<file path="config.mk">
export PLATFORM = sky130hd
export DESIGN_NAME = lsu_ctrl_rv32i
export DESIGN_NICKNAME = d
export VERILOG_FILES = /design/src/rtl/lsu_pkg.sv /design/src/rtl/lsu_align_extend.sv /design/src/rtl/lsu_ctrl_rv32i.sv
export SDC_FILE = /design/constraint.sdc
export NUM_CORES = 1
export LEC_CHECK = 0
export ABC_AREA = 1
export BUFFER_PORTS_ARGS = -buffer_cell sky130_fd_sc_hd__buf_2
export CORE_UTILIZATION = 25
export CTS_CLUSTER_DIAMETER = 150
export DETAILED_ROUTE_END_ITERATION = 6
export HOLD_SLACK_MARGIN = 0.08
export PLACE_DENSITY = 0.55
export SYNTH_ARGS = -nofsm -noshare
export SYNTH_HDL_FRONTEND = slang
export SYNTH_SLANG_ARGS = --single-unit
</file>
<file path="constraint.sdc">
create_clock -name clk -period 1.8 [get_ports clk]
set_input_delay 0.18 -clock clk [delete_from_list [all_inputs] [get_ports clk]]
set_output_delay 0.18 -clock clk [all_outputs]
set_load 0.05 [all_outputs]
</file>
<file path="src/rtl/lsu_pkg.sv">
`default_nettype none
// ============================================================================
// Module      : lsu_pkg
// Description : Shared definitions for the RV32I load/store controller.
//               Load/store type codes, FSM state encoding, and helpers that
//               decode the access size and check whether a type is legal.
// Revision    : 1.0  initial release
// ============================================================================
package lsu_pkg;

    // Access type codes. Stores reuse the low three codes (SB/SH/SW).
    localparam logic [2:0] c_T_B  = 3'b000;
    localparam logic [2:0] c_T_H  = 3'b001;
    localparam logic [2:0] c_T_W  = 3'b010;
    localparam logic [2:0] c_T_BU = 3'b011;
    localparam logic [2:0] c_T_HU = 3'b100;

    typedef enum logic [1:0] {
        IDLE = 2'd0,
        ACC0 = 2'd1,
        ACC1 = 2'd2,
        RESP = 2'd3
    } lsu_state_t;

    // Access size in bytes (1, 2 or 4). Illegal codes decode to 1 so that the
    // misalignment logic stays well defined; they never reach memory anyway.
    function automatic logic [2:0] lsu_size(input logic [2:0] t);
        case (t)
            c_T_H, c_T_HU: lsu_size = 3'd2;
            c_T_W:         lsu_size = 3'd4;
            default:       lsu_size = 3'd1;
        endcase
    endfunction

    function automatic logic lsu_type_ok(input logic we, input logic [2:0] t);
        lsu_type_ok = we ? (t <= c_T_W) : (t <= c_T_HU);
    endfunction

endpackage
`default_nettype wire

</file>
<file path="src/rtl/lsu_align_extend.sv">
`default_nettype none
// ============================================================================
// Module      : lsu_align_extend
// Description : Combinational load-data aligner. Selects the 32-bit window
//               starting at byte offset `offset` of the 64-bit buffer
//               {hi, lo} and sign/zero extends it according to the load type.
// Ports       : buf_data [63:0] in  - captured words {hi, lo}
//               offset   [1:0]  in  - byte offset of the access
//               ld_type  [2:0]  in  - load type code
//               rdata    [31:0] out - aligned, extended load data
// Revision    : 1.0  initial release
// ============================================================================
module lsu_align_extend
    import lsu_pkg::*;
(
    input  logic [63:0] buf_data,
    input  logic [1:0]  offset,
    input  logic [2:0]  ld_type,
    output logic [31:0] rdata
);

    logic [31:0] w_word;

    // Equivalent to ({hi,lo} >> 8*offset)[31:0].
    assign w_word = buf_data[{offset, 3'b000} +: 32];

    always_comb begin
        rdata = w_word;
        case (ld_type)
            c_T_B:   rdata = {{24{w_word[7]}},  w_word[7:0]};
            c_T_H:   rdata = {{16{w_word[15]}}, w_word[15:0]};
            c_T_BU:  rdata = {24'b0, w_word[7:0]};
            c_T_HU:  rdata = {16'b0, w_word[15:0]};
            default: rdata = w_word;
        endcase
    end

endmodule
`default_nettype wire

</file>
<file path="src/rtl/lsu_ctrl_rv32i.sv">
`default_nettype none
// ============================================================================
// Module      : lsu_ctrl_rv32i
// Description : Load/store sequencer between the core memory stage and a
//               multi-cycle word-addressed data memory (req/ack handshake).
//               One request at a time; misaligned accesses are split into two
//               word transactions; a per-transaction timeout guards against a
//               hung memory.
// Ports       : clk, rst_n                      - clock, async active-low reset
//               req_valid/req_ready/req_we/req_type/req_addr/req_wdata
//                                               - core request
//               rsp_valid/rsp_rdata/rsp_err     - one-cycle registered response
//               mem_req/mem_we/mem_addr/mem_be/mem_wdata/mem_ack/mem_rdata
//                                               - data memory port
// Revision    : 1.0  initial release
// ============================================================================
module lsu_ctrl_rv32i
    import lsu_pkg::*;
#(
    parameter int TIMEOUT  = 16,
    parameter int SPLIT_EN = 1
) (
    input  logic        clk,
    input  logic        rst_n,
    input  logic        req_valid,
    output logic        req_ready,
    input  logic        req_we,
    input  logic [2:0]  req_type,
    input  logic [31:0] req_addr,
    input  logic [31:0] req_wdata,
    output logic        rsp_valid,
    output logic [31:0] rsp_rdata,
    output logic        rsp_err,
    output logic        mem_req,
    output logic        mem_we,
    output logic [31:0] mem_addr,
    output logic [3:0]  mem_be,
    output logic [31:0] mem_wdata,
    input  logic        mem_ack,
    input  logic [31:0] mem_rdata
);

    localparam int              c_CW   = (TIMEOUT < 2) ? 1 : $clog2(TIMEOUT);
    localparam logic [c_CW-1:0] c_TMAX = c_CW'(TIMEOUT - 1);

    lsu_state_t r_state, w_state_nxt;

    logic            r_we;
    logic [2:0]      r_type;
    logic [31:0]     r_addr;
    logic [31:0]     r_wdata;
    logic            r_split;
    logic            r_err;
    logic [31:0]     r_lo, r_hi;
    logic [c_CW-1:0] r_cnt;
    logic            r_rsp_valid;
    logic            r_rsp_err;
    logic [31:0]     r_rsp_rdata;

    logic            w_accept;
    logic [2:0]      w_req_size;
    logic            w_req_mis;
    logic            w_req_bad;
    logic            w_timeout;
    logic [2:0]      w_size;
    logic [7:0]      w_mask8;
    logic [7:0]      w_be8;
    logic [63:0]     w_wd64;
    logic [31:0]     w_word_addr;
    logic [31:0]     w_ext;

    // Request decode, evaluated on the incoming request while in IDLE.
    assign w_accept   = req_valid && (r_state == IDLE);
    assign w_req_size = lsu_size(req_type);
    assign w_req_mis  = ({2'b00, req_addr[1:0]} + {1'b0, w_req_size}) > 4'd4;
    assign w_req_bad  = !lsu_type_ok(req_we, req_type) || (w_req_mis && (SPLIT_EN == 0));

    // The counter restarts on every state change, so it counts cycles spent in
    // the current access. An ack on the last allowed cycle still wins.
    assign w_timeout  = (TIMEOUT != 0) && (r_cnt == c_TMAX) && !mem_ack;

    // Lanes and enables over a 64-bit span: low word for ACC0, high for ACC1.
    assign w_size      = lsu_size(r_type);
    assign w_mask8     = (w_size == 3'd4) ? 8'h0F : (w_size == 3'd2) ? 8'h03 : 8'h01;
    assign w_be8       = w_mask8 << r_addr[1:0];
    assign w_wd64      = {32'b0, r_wdata} << {r_addr[1:0], 3'b000};
    assign w_word_addr = {r_addr[31:2], 2'b00};

    lsu_align_extend u_align (
        .buf_data (({r_hi, r_lo})),
        .offset   (r_addr[1:0]),
        .ld_type  (r_type),
        .rdata    (w_ext)
    );

    always_ff @(posedge clk or negedge rst_n) begin
        if (!rst_n) r_state <= IDLE;
        else        r_state <= w_state_nxt;
    end

    always_comb begin
        w_state_nxt = r_state;
        req_ready   = 1'b0;
        mem_req     = 1'b0;
        mem_we      = 1'b0;
        mem_addr    = 32'b0;
        mem_be      = 4'b0;
        mem_wdata   = 32'b0;
        case (r_state)
            IDLE: begin
                req_ready = 1'b1;
                if (req_valid) w_state_nxt = w_req_bad ? RESP : ACC0;
            end
            ACC0: begin
                mem_req   = 1'b1;
                mem_we    = r_we;
                mem_addr  = w_word_addr;
                mem_be    = w_be8[3:0];
                mem_wdata = r_we ? w_wd64[31:0] : 32'b0;
                if (mem_ack)        w_state_nxt = r_split ? ACC1 : RESP;
                else if (w_timeout) w_state_nxt = RESP;
            end
            ACC1: begin
                mem_req   = 1'b1;
                mem_we    = r_we;
                mem_addr  = w_word_addr + 32'd4;
                mem_be    = w_be8[7:4];
                mem_wdata = r_we ? w_wd64[63:32] : 32'b0;
                if (mem_ack || w_timeout) w_state_nxt = RESP;
            end
            RESP: w_state_nxt = IDLE;
            default: w_state_nxt = IDLE;
        endcase
    end

    always_ff @(posedge clk or negedge rst_n) begin
        if (!rst_n) begin
            r_we        <= 1'b0;
            r_type      <= 3'b0;
            r_addr      <= 32'b0;
            r_wdata     <= 32'b0;
            r_split     <= 1'b0;
            r_err       <= 1'b0;
            r_lo        <= 32'b0;
            r_hi        <= 32'b0;
            r_cnt       <= '0;
            r_rsp_valid <= 1'b0;
            r_rsp_err   <= 1'b0;
            r_rsp_rdata <= 32'b0;
        end else begin
            if (w_accept) begin
                r_we    <= req_we;
                r_type  <= req_type;
                r_addr  <= req_addr;
                r_wdata <= req_wdata;
                r_split <= w_req_mis;
                r_err   <= w_req_bad;
                r_lo    <= 32'b0;
                r_hi    <= 32'b0;
            end
            if (r_state == ACC0 && mem_ack) r_lo <= mem_rdata;
            if (r_state == ACC1 && mem_ack) r_hi <= mem_rdata;
            if ((r_state == ACC0 || r_state == ACC1) && w_timeout) r_err <= 1'b1;

            r_cnt <= (w_state_nxt != r_state) ? '0 : r_cnt + c_CW'(1);

            // Response is registered out of RESP: one-cycle pulse, no backpressure.
            r_rsp_valid <= (r_state == RESP);
            r_rsp_err   <= (r_state == RESP) && r_err;
            r_rsp_rdata <= (r_state == RESP && !r_err && !r_we) ? w_ext : 32'b0;
        end
    end

    assign rsp_valid = r_rsp_valid;
    assign rsp_err   = r_rsp_err;
    assign rsp_rdata = r_rsp_rdata;

endmodule
`default_nettype wire

</file>
==> flow_metrics.env, run 1 <==
export IMPL_crit_cells=11
export IMPL_cts_tree="done"
export IMPL_pwr_share_seq_pct=21.1
export IMPL_antennaDiodeCount=0
export IMPL_syn_inst=1284
export IMPL_r2r_start="r_state[1]$_DFF_PN0_"
export IMPL_dp_hpwl_um=26200
export IMPL_p_sw_uw=14200
export IMPL_yosysSeqAreaShare_pct=44.6
export IMPL_p_clk_share_pct=13.2
export IMPL_grt_pass1_vias=11000
export IMPL_postSynth_asyncResetShare_pct=100
export IMPL_h_tree_depth=4
export IMPL_maxCapViolCount=0
export IMPL_setup_slack_ns=-0.546
export IMPL_syn_area_per_cell_um2=7.25
export IMPL_seqCellArea_um2=4160
export IMPL_rows=70
export IMPL_clk_latency_ns=0.45
export IMPL_fmax_mhz=426
export IMPL_cts_sinks=166
export IMPL_vias=10600
export IMPL_cp_end_kind="output port"
export IMPL_crit_start="r_addr[2]$_DFFE_PN0P_"
export IMPL_clk_path_buf_depth=2
export IMPL_pwr_share_comb_pct=65.7
export IMPL_antenna_found_initial=0
export IMPL_nFillCells=3556
export IMPL_reg2regPathDepth=9
export IMPL_syn_area_um2=9310
export IMPL_netlist_area_leader_share_pct=44.6
export IMPL_drive_gt1_share_pct=37.0
export IMPL_cts_reportedPaths_clkPinSlew_ns=0.08
export IMPL_synth_edf_count=0
export IMPL_critPathTopFamily="simple AND/OR/NAND/NOR gates"
export IMPL_yosysTopAreaCell="dfrtp_1"
export IMPL_synthTopCellsByArea="dfrtp_1, nand2_1, o21ai_0"
export IMPL_first_pass_iters=5
export IMPL_ir_drop_mv=1.14
export IMPL_layout_common_cells="nand2_1, dfrtp_1, buf_2, inv_1, buf_4"
export IMPL_grt_pass1_wl_um=59600
export IMPL_grt_max_degree=57
export IMPL_ctsRootBufferMaster="clkbuf_16"
export IMPL_finalMaxSlewViolations=0
export IMPL_first_iter_violations=699
export IMPL_die_y_um=195
export IMPL_finalClockSkew_ns=0.0165
export IMPL_io_buffer_count=206
export IMPL_swShare_pct=49.0
export IMPL_io_pins=209
export IMPL_cp_slowest_cell="dfrtp_1"
export IMPL_internal_power_uw=14800
export IMPL_dieArea_um2=38000
export IMPL_gp_congestion=0.925
export IMPL_area_growth_pct=72.9
export IMPL_worst_r2r_endpoint="rsp_rdata[0]$_DFF_PN0_"
export IMPL_p_leak_uw=0.00738
export IMPL_powerDensity_nw_per_um2=1810
export IMPL_drt_wl_total_um=38500
export IMPL_worstPathMaxFanout=3
export IMPL_critPathLaunchType="flop"
export IMPL_final_common_cell="nand2_1"
export IMPL_grt_remaining_overflow=0
export IMPL_die_w_um=195
export IMPL_via_per_inst=4.82
export IMPL_grt_total_usage_pct=20.1
export IMPL_finalSetupViolations=68
export IMPL_finalCritPeriodShare_pct=130
export IMPL_place_ws_ns=-0.262
export IMPL_endpoint="mem_addr[22]"
export IMPL_max_stage_delay_ns=0.43
export IMPL_finalHoldViolCount=0
export IMPL_grt_setup_unrepaired="true"
export IMPL_cts_buffers=17
export IMPL_cp_required_ns=1.62
export IMPL_critPathArrivalTime_ns=2.17
export IMPL_yosysWarningCount=0
export IMPL_wl_per_cell_um=17.5
export IMPL_synthDistinctLibCells=44
export IMPL_r2r_slack_ns=0.04
export IMPL_whs_ns=0.0885
export IMPL_synth_seq_cells=166
export IMPL_crit_chain="ha_4 > nand2_4 > nor2_4 > nand3_4 > nor2_4 > buf_6 > nand3_4 > nand2_2 > nand2_2 > o21ai_4 > buf_8"
export IMPL_final_min_clock_period_ns=2.35
export IMPL_status="finished, violations left"
export IMPL_multiInputGateArea_um2=5610
export IMPL_hold_class="primary input to flop"
export IMPL_ant_nets=0
export IMPL_nNetsFinal=1833
export IMPL_synth_main_ff_cell="dfrtp_1"
export IMPL_initial_core_util_pct=25.4
export IMPL_violations="setup timing"
export IMPL_path_class="flop to output port"
export IMPL_core_area_um2=36600
export IMPL_cp_num_buf_inv=2
export IMPL_drc=0
-- worst reg2reg max path: stages (launching register included) --
cell and delay [ns]:
dfrtp_1 0.39, buf_6 0.11, buf_4 0.09, buf_4 0.11, ha_2 0.20, nand3_2 0.13
inv_2 0.10, buf_12 0.14, o21ai_0 0.09, a31oi_1 0.28
-- power groups by stage --
stage | Clock [uW] | Sequential (uW) | Combinational (uW)
2_1_floorplan | 0 | 6370 | 9460
3_3_place_gp | 0 | 6040 | 15300
3_5_place_dp | 0 | 6070 | 15400
4_1_cts | 3930 | 6060 | 18000
5_1_grt | 4100 | 6280 | 20400
6_report | 3840 | 6120 | 19100
-- state kept, by name, indices dropped and copies added, names as in the netlist --
| name | flops |
|---|---|
| r_state | 2 |
| rsp_rdata | 32 |
| rsp_valid | 1 |
| r_cnt | 4 |
| r_lo | 32 |
| r_wdata | 32 |
| r_err | 1 |
| r_addr | 32 |
| r_split | 1 |
| r_type | 3 |
| r_we | 1 |
| rsp_err | 1 |
| r_hi | 24 |
-- through the flow --
stage          setup TNS (ns)  std cells  util (%)  area [um^2]  power (uW)
3_3_place_gp            -6.79       2034      35.1        12800       21300
2_1_floorplan           -2.79       1285         -        10100       15800
6_report               -30.59       2199      43.9        16100       29100
3_5_place_dp            -9.78       2034      35.1        12800       21500
5_1_grt                -36.42       2199      43.9        16100       30800
4_1_cts                -32.16       2186      42.4        15500       28000
-- layout make-up --
| type | instances | share of cell area, % |
|---|---|---|
| clock buffer | 18 | 2.67 |
| multi-input combinational | 903 | 34.9 |
| sequential | 166 | 25.9 |
| timing repair buffer | 487 | 28.4 |
| tap | 468 | 3.64 |
| clock inverter | 14 | 1.00 |
| inverter | 143 | 3.55 |
-- synthesized netlist by cell type, types with 2 or more instances --
cell / n
buf_4: 5
a31oi_1: 11
buf_2: 25
nand2_2: 2
nor3_1: 13
ha_1: 10
nand4_1: 11
nand2_1: 395
buf_1: 8
o21ai_1: 6
a21oi_1: 62
dfrtp_1: 166
inv_2: 3
o22ai_1: 34
a211oi_1: 9
a221oi_1: 7
and2_1: 2
nand3_1: 70
a22oi_1: 7
buf_6: 2
nor2_4: 2
nand3_2: 3
nor2_1: 74
clkbuf_1: 32
o21ai_0: 149
o211ai_1: 8
nor2_2: 13
inv_1: 139
-- repair_timing --
action,4_1_cts,5_1_grt
endpoints found under the hold margin,264,1
gates cloned,4,2
setup endpoints to repair,93,112
pin swaps,54,37
gates resized for setup,254,110
setup buffers,18,14
hold buffers,99,1
-- worst min path at each step --
stage	start	end	slack, ns	depth (start not counted)
5_1_grt	mem_rdata[15]	r_hi[15]$_DFFE_PN0P_	0.08	3
4_1_cts	req_wdata[20]	r_wdata[20]$_DFFE_PN0P_	0.08	3
3_3_place_gp	rst_n	rsp_rdata[11]$_DFF_PN0_	0.1	1
3_5_place_dp	rst_n	rsp_rdata[11]$_DFF_PN0_	0.1	1
2_1_floorplan	rst_n	r_addr[0]$_DFFE_PN0P_	-0.12	0
6_report	mem_rdata[15]	r_hi[15]$_DFFE_PN0P_	0.09	3
-- layer usage --
metal | global-route usage (%) | routed length, um | vias up
li1 | - | - | 5055
met5 | 0 | 0 | -
met2 | 35.0 | 19100 | 343
met3 | 4.39 | 2340 | 75
met4 | 7.76 | 1330 | 0
met1 | 24.1 | 15700 | 5128
-- logic make-up after synthesis --
logic type | count (synthesis) | share of synthesized area (%)
XOR/XNOR | 2 | 0.188
AO/OA/AOI/OAI | 297 | 17.7
other | 1 | 0.0403
adder cells (fa/ha/maj) | 11 | 1.56
buffers and inverters | 216 | 9.42
flip-flops | 166 | 44.6
AND/OR/NAND/NOR | 591 | 26.5
No activity file was read; power rests on OpenSTA's default activity.
==> run 2: changes to the inputs <==
==> constraint.sdc (replaced) <==
create_clock -name clk -period 1.8 [get_ports clk]
set_input_delay 0.27 -clock clk [delete_from_list [all_inputs] [get_ports clk]]
set_output_delay 0.27 -clock clk [all_outputs]
set_load 0.05 [all_outputs]
==> run 2 against run 1 <==
Effect of this change:
- the run still ends with setup timing left
- wire length up 0.41%
- via count shrank 0.16%
- maximum frequency shrank 4.4%
- critical endpoint unchanged
- highest routed layer unchanged
- non-clock buffer count fell by 8
- flip-flop and latch count stayed put
==> flow_metrics.env, run 2 (synthesis results as in run 1) <==
export IMPL_grt_max_degree=108
export IMPL_grt_remaining_overflow=0
export IMPL_path_class="flop to output port"
export IMPL_grt_total_usage_pct=20.3
export IMPL_drt_wl_total_um=38600
export IMPL_core_area_um2=36600
export IMPL_clk_path_buf_depth=2
export IMPL_wl_per_cell_um=17.6
export IMPL_holdPathEnd="r_wdata[0]$_DFFE_PN0P_"
export IMPL_initial_core_util_pct=25.4
export IMPL_cts_tree="done"
export IMPL_critPathArrivalTime_ns=2.18
export IMPL_nFillCells=3528
export IMPL_maxCapViolCount=0
export IMPL_nNetsFinal=1825
export IMPL_top_layer="met4"
export IMPL_ctsRootBufferMaster="clkbuf_16"
export IMPL_first_iter_violations=582
export IMPL_violations="setup timing"
export IMPL_cp_end_kind="output port"
export IMPL_tightest_slew_ns=0.599
export IMPL_wl_met2_um=19600
export IMPL_finalSetupViolations=68
export IMPL_worstPathMaxFanout=5
export IMPL_die_w_um=195
export IMPL_finalClockSkew_ns=0.0109
export IMPL_ir_drop_mv=1.02
export IMPL_relSlewSlack_pct=59.6
export IMPL_gp_congestion=0.893
export IMPL_drc=0
export IMPL_worst_r2r_endpoint="rsp_rdata[18]$_DFF_PN0_"
export IMPL_powerDensity_nw_per_um2=1840
export IMPL_place_ws_ns=-0.323
export IMPL_min_delay_start="req_wdata[0]"
export IMPL_area_growth_pct=75.8
export IMPL_total_power_uw=30200
export IMPL_io_pins=209
export IMPL_final_common_cell="nand2_1"
export IMPL_grt_pass1_wl_um=60000
export IMPL_layout_common_cells="nand2_1, dfrtp_1, buf_2, buf_4, inv_1"
export IMPL_holdPathStages=3
export IMPL_cts_reportedPaths_clkPinSlew_ns=0.07
export IMPL_antenna_found_initial=0
export IMPL_grt_setup_unrepaired="true"
export IMPL_finalCritPeriodShare_pct=136
export IMPL_cp_required_ns=1.53
export IMPL_cts_buffers=17
export IMPL_first_pass_iters=6
export IMPL_die_y_um=195
export IMPL_seqCellArea_um2=4160
export IMPL_reg2regPathDepth=10
export IMPL_h_tree_depth=4
export IMPL_multiInputGateArea_um2=5950
export IMPL_antennaDiodeCount=0
export IMPL_fmax_mhz=407
export IMPL_dp_hpwl_um=25900
export IMPL_p_leak_uw=0.00757
export IMPL_setup_slack_ns=-0.654
export IMPL_grt_pass1_vias=10900
export IMPL_drive_gt1_share_pct=42.6
export IMPL_cts_sinks=166
export IMPL_via_per_inst=4.83
export IMPL_wl_met3_um=2030
export IMPL_r2r_slack_ns=0.10
export IMPL_ant_nets=0
export IMPL_status="finished, violations left"
export IMPL_io_buffer_count=206
export IMPL_wl_met1_um=16000
export IMPL_finalMaxSlewViolations=0
export IMPL_hold_class="primary input to flop"
export IMPL_dieArea_um2=38000
export IMPL_finalHoldViolCount=0
export IMPL_final_min_clock_period_ns=2.45
export IMPL_critPathLaunchType="flop"
export IMPL_vias=10600
export IMPL_clk_latency_ns=0.45
export IMPL_rows=70
export IMPL_r2r_start="r_addr[0]$_DFFE_PN0P_"
==> run 2: final cells by class <==
class	instances	share of cell area [%]
Inverter	143	3.56
Clock buffer	19	2.65
Multi-Input combinational cell	903	36.3
Timing Repair Buffer	479	27.5
Sequential cell	166	25.4
Clock inverter	13	0.979
Tap cell	468	3.58
==> run 2: worst max-delay path, stage by stage, from the launching register on <==
cell and delay (ns):
dfrtp_1 0.38, inv_2 0.06, buf_6 0.12, ha_4 0.35
nand2_8 0.08, inv_8 0.07, buf_12 0.11, buf_16 0.12
buf_12 0.10, nand2_4 0.04, o21ai_4 0.12, buf_6 0.17
==> run 2: worst max-delay path by stage <==
stage                               start      endpoint  slack, ns  depth (start not counted)
floorplan           r_type[0]$_DFFE_PN0P_     mem_be[0]      -0.26                          8
global placement    r_type[1]$_DFFE_PN0P_     mem_be[0]      -0.30                          7
detailed placement  r_type[0]$_DFFE_PN0P_     mem_be[0]      -0.32                          8
CTS                  r_state[1]$_DFF_PN0_   mem_addr[9]      -0.67                         12
global route         r_state[1]$_DFF_PN0_  mem_addr[22]      -0.74                         11
finish               r_state[1]$_DFF_PN0_  mem_addr[22]      -0.65                         11
==> run 2: power by group <==
group	switching [uW]	internal, uW	total [uW]
Combinational	12100	8160	20200
Clock	1750	2100	3840
Sequential	968	5130	6100
==> run 2: per-stage QoR <==
stage          utilization, %  cell area [um^2]  TNS (ns)  hold WS (ns)  instances
5_1_grt                  44.7             16400    -42.77        0.0839       2191
3_5_place_dp             35.4             13000    -10.73         0.278       2048
6_report                 44.7             16400    -37.40        0.0925       2191
3_3_place_gp             35.4             13000     -8.88         0.276       2048
4_1_cts                  43.0             15800    -37.42        0.0823       2178
2_1_floorplan               -             10200     -6.38       -0.0256       1285
==> run 2: layer usage <==
layer	GRT usage, %	up-vias
met5	0	-
met4	5.95	0
met1	25.0	5092
met2	36.2	369
li1	-	5051
met3	3.40	72
==> run 2: repair_timing <==
action                     CTS  global route
pin swaps                   69            80
buffers inserted            31            24
hold endpoints to repair    98             0
hold buffers                58             0
cloned                       9             0
setup endpoints to repair   72           118
resized for setup          316           149
==> run 3: changes to the inputs <==
--- a/config.mk
+++ b/config.mk
@@ -12,6 +12,7 @@
 export DETAILED_ROUTE_END_ITERATION = 6
 export HOLD_SLACK_MARGIN = 0.08
 export PLACE_DENSITY = 0.55
+export REMOVE_ABC_BUFFERS = 1
 export SYNTH_ARGS = -nofsm -noshare
 export SYNTH_HDL_FRONTEND = slang
 export SYNTH_SLANG_ARGS = --single-unit
==> run 3 against run 2 <==
Effect of this change:
- combinational power shrank 5%
- non-clock buffer count increased by 10
- core utilization is 1.2 points lower
- maximum frequency is 1.7% lower
- sequential power about the same
- final area is 2.6% lower
- sequential share of layout area grew 0.70 points
- flip-flop and latch count is the same
- worst hold slack worse by 0.0059 ns
- power fell by 3.9%
- count of clock-buffer cells in the layout grew 1
- the run still ends with setup timing left
==> flow_metrics.env, run 3 (synthesis results as in run 1) <==
export IMPL_core_area_um2=36600
export IMPL_grt_remaining_overflow=0
export IMPL_status="finished, violations left"
export IMPL_grt_met1_usage_pct=25.2
export IMPL_gr_usage_met2_pct=32.4
export IMPL_final_common_cell="nand2_1"
export IMPL_antennaDiodeCount=0
export IMPL_area_growth_pct=71.2
export IMPL_p_leak_uw=0.00755
export IMPL_dp_hpwl_um=24100
export IMPL_ant_nets=0
export IMPL_finalHoldViolCount=0
export IMPL_grt_util_met3_pct=3.77
export IMPL_fmax_mhz=400
export IMPL_final_area_um2=15900
export IMPL_via_per_inst=4.91
export IMPL_place_ws_ns=-0.448
export IMPL_cts_reportedPaths_clkPinSlew_ns=0.07
export IMPL_final_min_clock_period_ns=2.50
export IMPL_maxCapViolCount=0
export IMPL_powerDensity_nw_per_um2=1820
export IMPL_drive_gt1_share_pct=42.5
export IMPL_die_w_um=195
export IMPL_die_y_um=195
export IMPL_layout_common_cells="nand2_1, dfrtp_1, buf_4, buf_2, inv_1"
export IMPL_setup_slack_ns=-0.698
export IMPL_critPathArrivalTime_ns=2.23
export IMPL_finalCritPeriodShare_pct=139
export IMPL_drc=0
export IMPL_cts_tree="done"
export IMPL_finalSetupViolations=85
export IMPL_antenna_found_initial=0
export IMPL_ctsRootBufferMaster="clkbuf_16"
export IMPL_wl_per_cell_um=17.1
export IMPL_first_pass_iters=5
export IMPL_grt_pass1_wl_um=57900
export IMPL_cts_sinks=166
export IMPL_initial_core_util_pct=25.4
export IMPL_io_buffer_count=206
export IMPL_nNetsFinal=1835
export IMPL_rows=70
export IMPL_path_class="flop to output port"
export IMPL_dpl_cell_area_um2=12000
export IMPL_ir_drop_mv=1.17
export IMPL_h_tree_depth=4
export IMPL_grt_busiest_layer="met2"
export IMPL_vias=10800
export IMPL_cp_required_ns=1.53
export IMPL_grt_pass1_vias=10700
export IMPL_clk_path_buf_depth=2
export IMPL_gp_congestion=0.849
export IMPL_violations="setup timing"
export IMPL_drt_wl_total_um=37600
export IMPL_clk_latency_ns=0.45
export IMPL_cp_end_kind="output port"
export IMPL_io_pins=209
export IMPL_grt_total_usage_pct=19.5
export IMPL_dieArea_um2=38000
export IMPL_total_power_uw=29000
export IMPL_critPathLaunchType="flop"
export IMPL_grt_max_degree=92
export IMPL_finalClockSkew_ns=0.0105
export IMPL_hold_class="primary input to flop"
export IMPL_cts_buffers=17
export IMPL_finalMaxSlewViolations=0
export IMPL_worstPathMaxFanout=3
export IMPL_first_iter_violations=596
export IMPL_grt_setup_unrepaired="true"
[run 3: changes by cell type in the layout (fill, tap and decap cells not counted), moves of 8 or more]
cell / change
a21oi_2: +15
buf_8: -10
a21oi_4: -15
buf_4: +11
buf_12: -14
o21ai_0: -8
o21ai_1: +8
o21ai_4: -12
buf_6: +19
o21ai_2: +12
[run 3: per-layer routing]
layer | share of wire [%] | wire length [um]
met1 | 43 | 16100
met2 | 48 | 18200
met3 | 6.3 | 2380
met4 | 2.5 | 958
met5 | 0 | 0
[run 3: cell type report]
| cell class | count | area [um^2] |
|---|---|---|
| clock buffer | 20 | 447 |
| clock inverter | 12 | 116 |
| fill | 3533 | 20700 |
| inverter | 143 | 577 |
| multi-input combinational | 903 | 5700 |
| sequential | 166 | 4160 |
| tap | 468 | 586 |
| timing repair buffer | 489 | 4340 |
[run 3: worst paths after layout]
| kind | start | endpoint | slack, ns | cells after the start |
|---|---|---|---|---|
| worst max-delay path | r_type[1]$_DFFE_PN0P_ | mem_be[2] | -0.70 | 9 |
| worst min-delay path | req_we | r_we$_DFFE_PN0P_ | 0.09 | 3 |
| worst max register to register | r_state[0]$_DFF_PN0_ | r_hi[18]$_DFFE_PN0P_ | -0.03 | 10 |
| worst min register to register | r_cnt[0]$_DFF_PN0_ | r_cnt[0]$_DFF_PN0_ | 0.46 | 1 |
| max in group asynchronous | rst_n | r_addr[9]$_DFFE_PN0P_ | 0.79 | 3 |
| min in group asynchronous | rst_n | rsp_rdata[5]$_DFF_PN0_ | 0.33 | 2 |
[run 3: repair_timing]
action	CTS	global route
buffers inserted	29	28
pin swaps	73	94
endpoints found under the setup margin	75	94
resized for setup	412	211
gates cloned	6	1
hold buffers	65	0
hold endpoints to repair	100	0
[run 3: per-stage QoR]
step                instances  hold slack, ns  TNS (ns)  utilization, %
floorplan                1212         -0.0256   -333.35               -
global placement         2049           0.246    -13.43            32.8
detailed placement       2049           0.246    -15.38            32.8
CTS                      2178          0.0809    -34.39            40.8
global route             2201          0.0966    -44.59            43.5
finish                   2201          0.0866    -37.31            43.5
[run 3: power breakdown]
part / total, uW / switching, uW / internal, uW
clock: 3680 / 1720 / 1960
combinational: 19200 / 11600 / 7570
sequential: 6120 / 983 / 5140
total: 29000 / 14300 / 14700
[run 3: critical path, stage by stage, from the launching register on]
cell and delay [ns]:
dfrtp_1 0.40, buf_6 0.13, nor3_4 0.22, a21oi_4 0.06
ha_4 0.23, o21ai_2 0.13, buf_4 0.13, o21ai_2 0.05
a21oi_2 0.23, buf_6 0.20
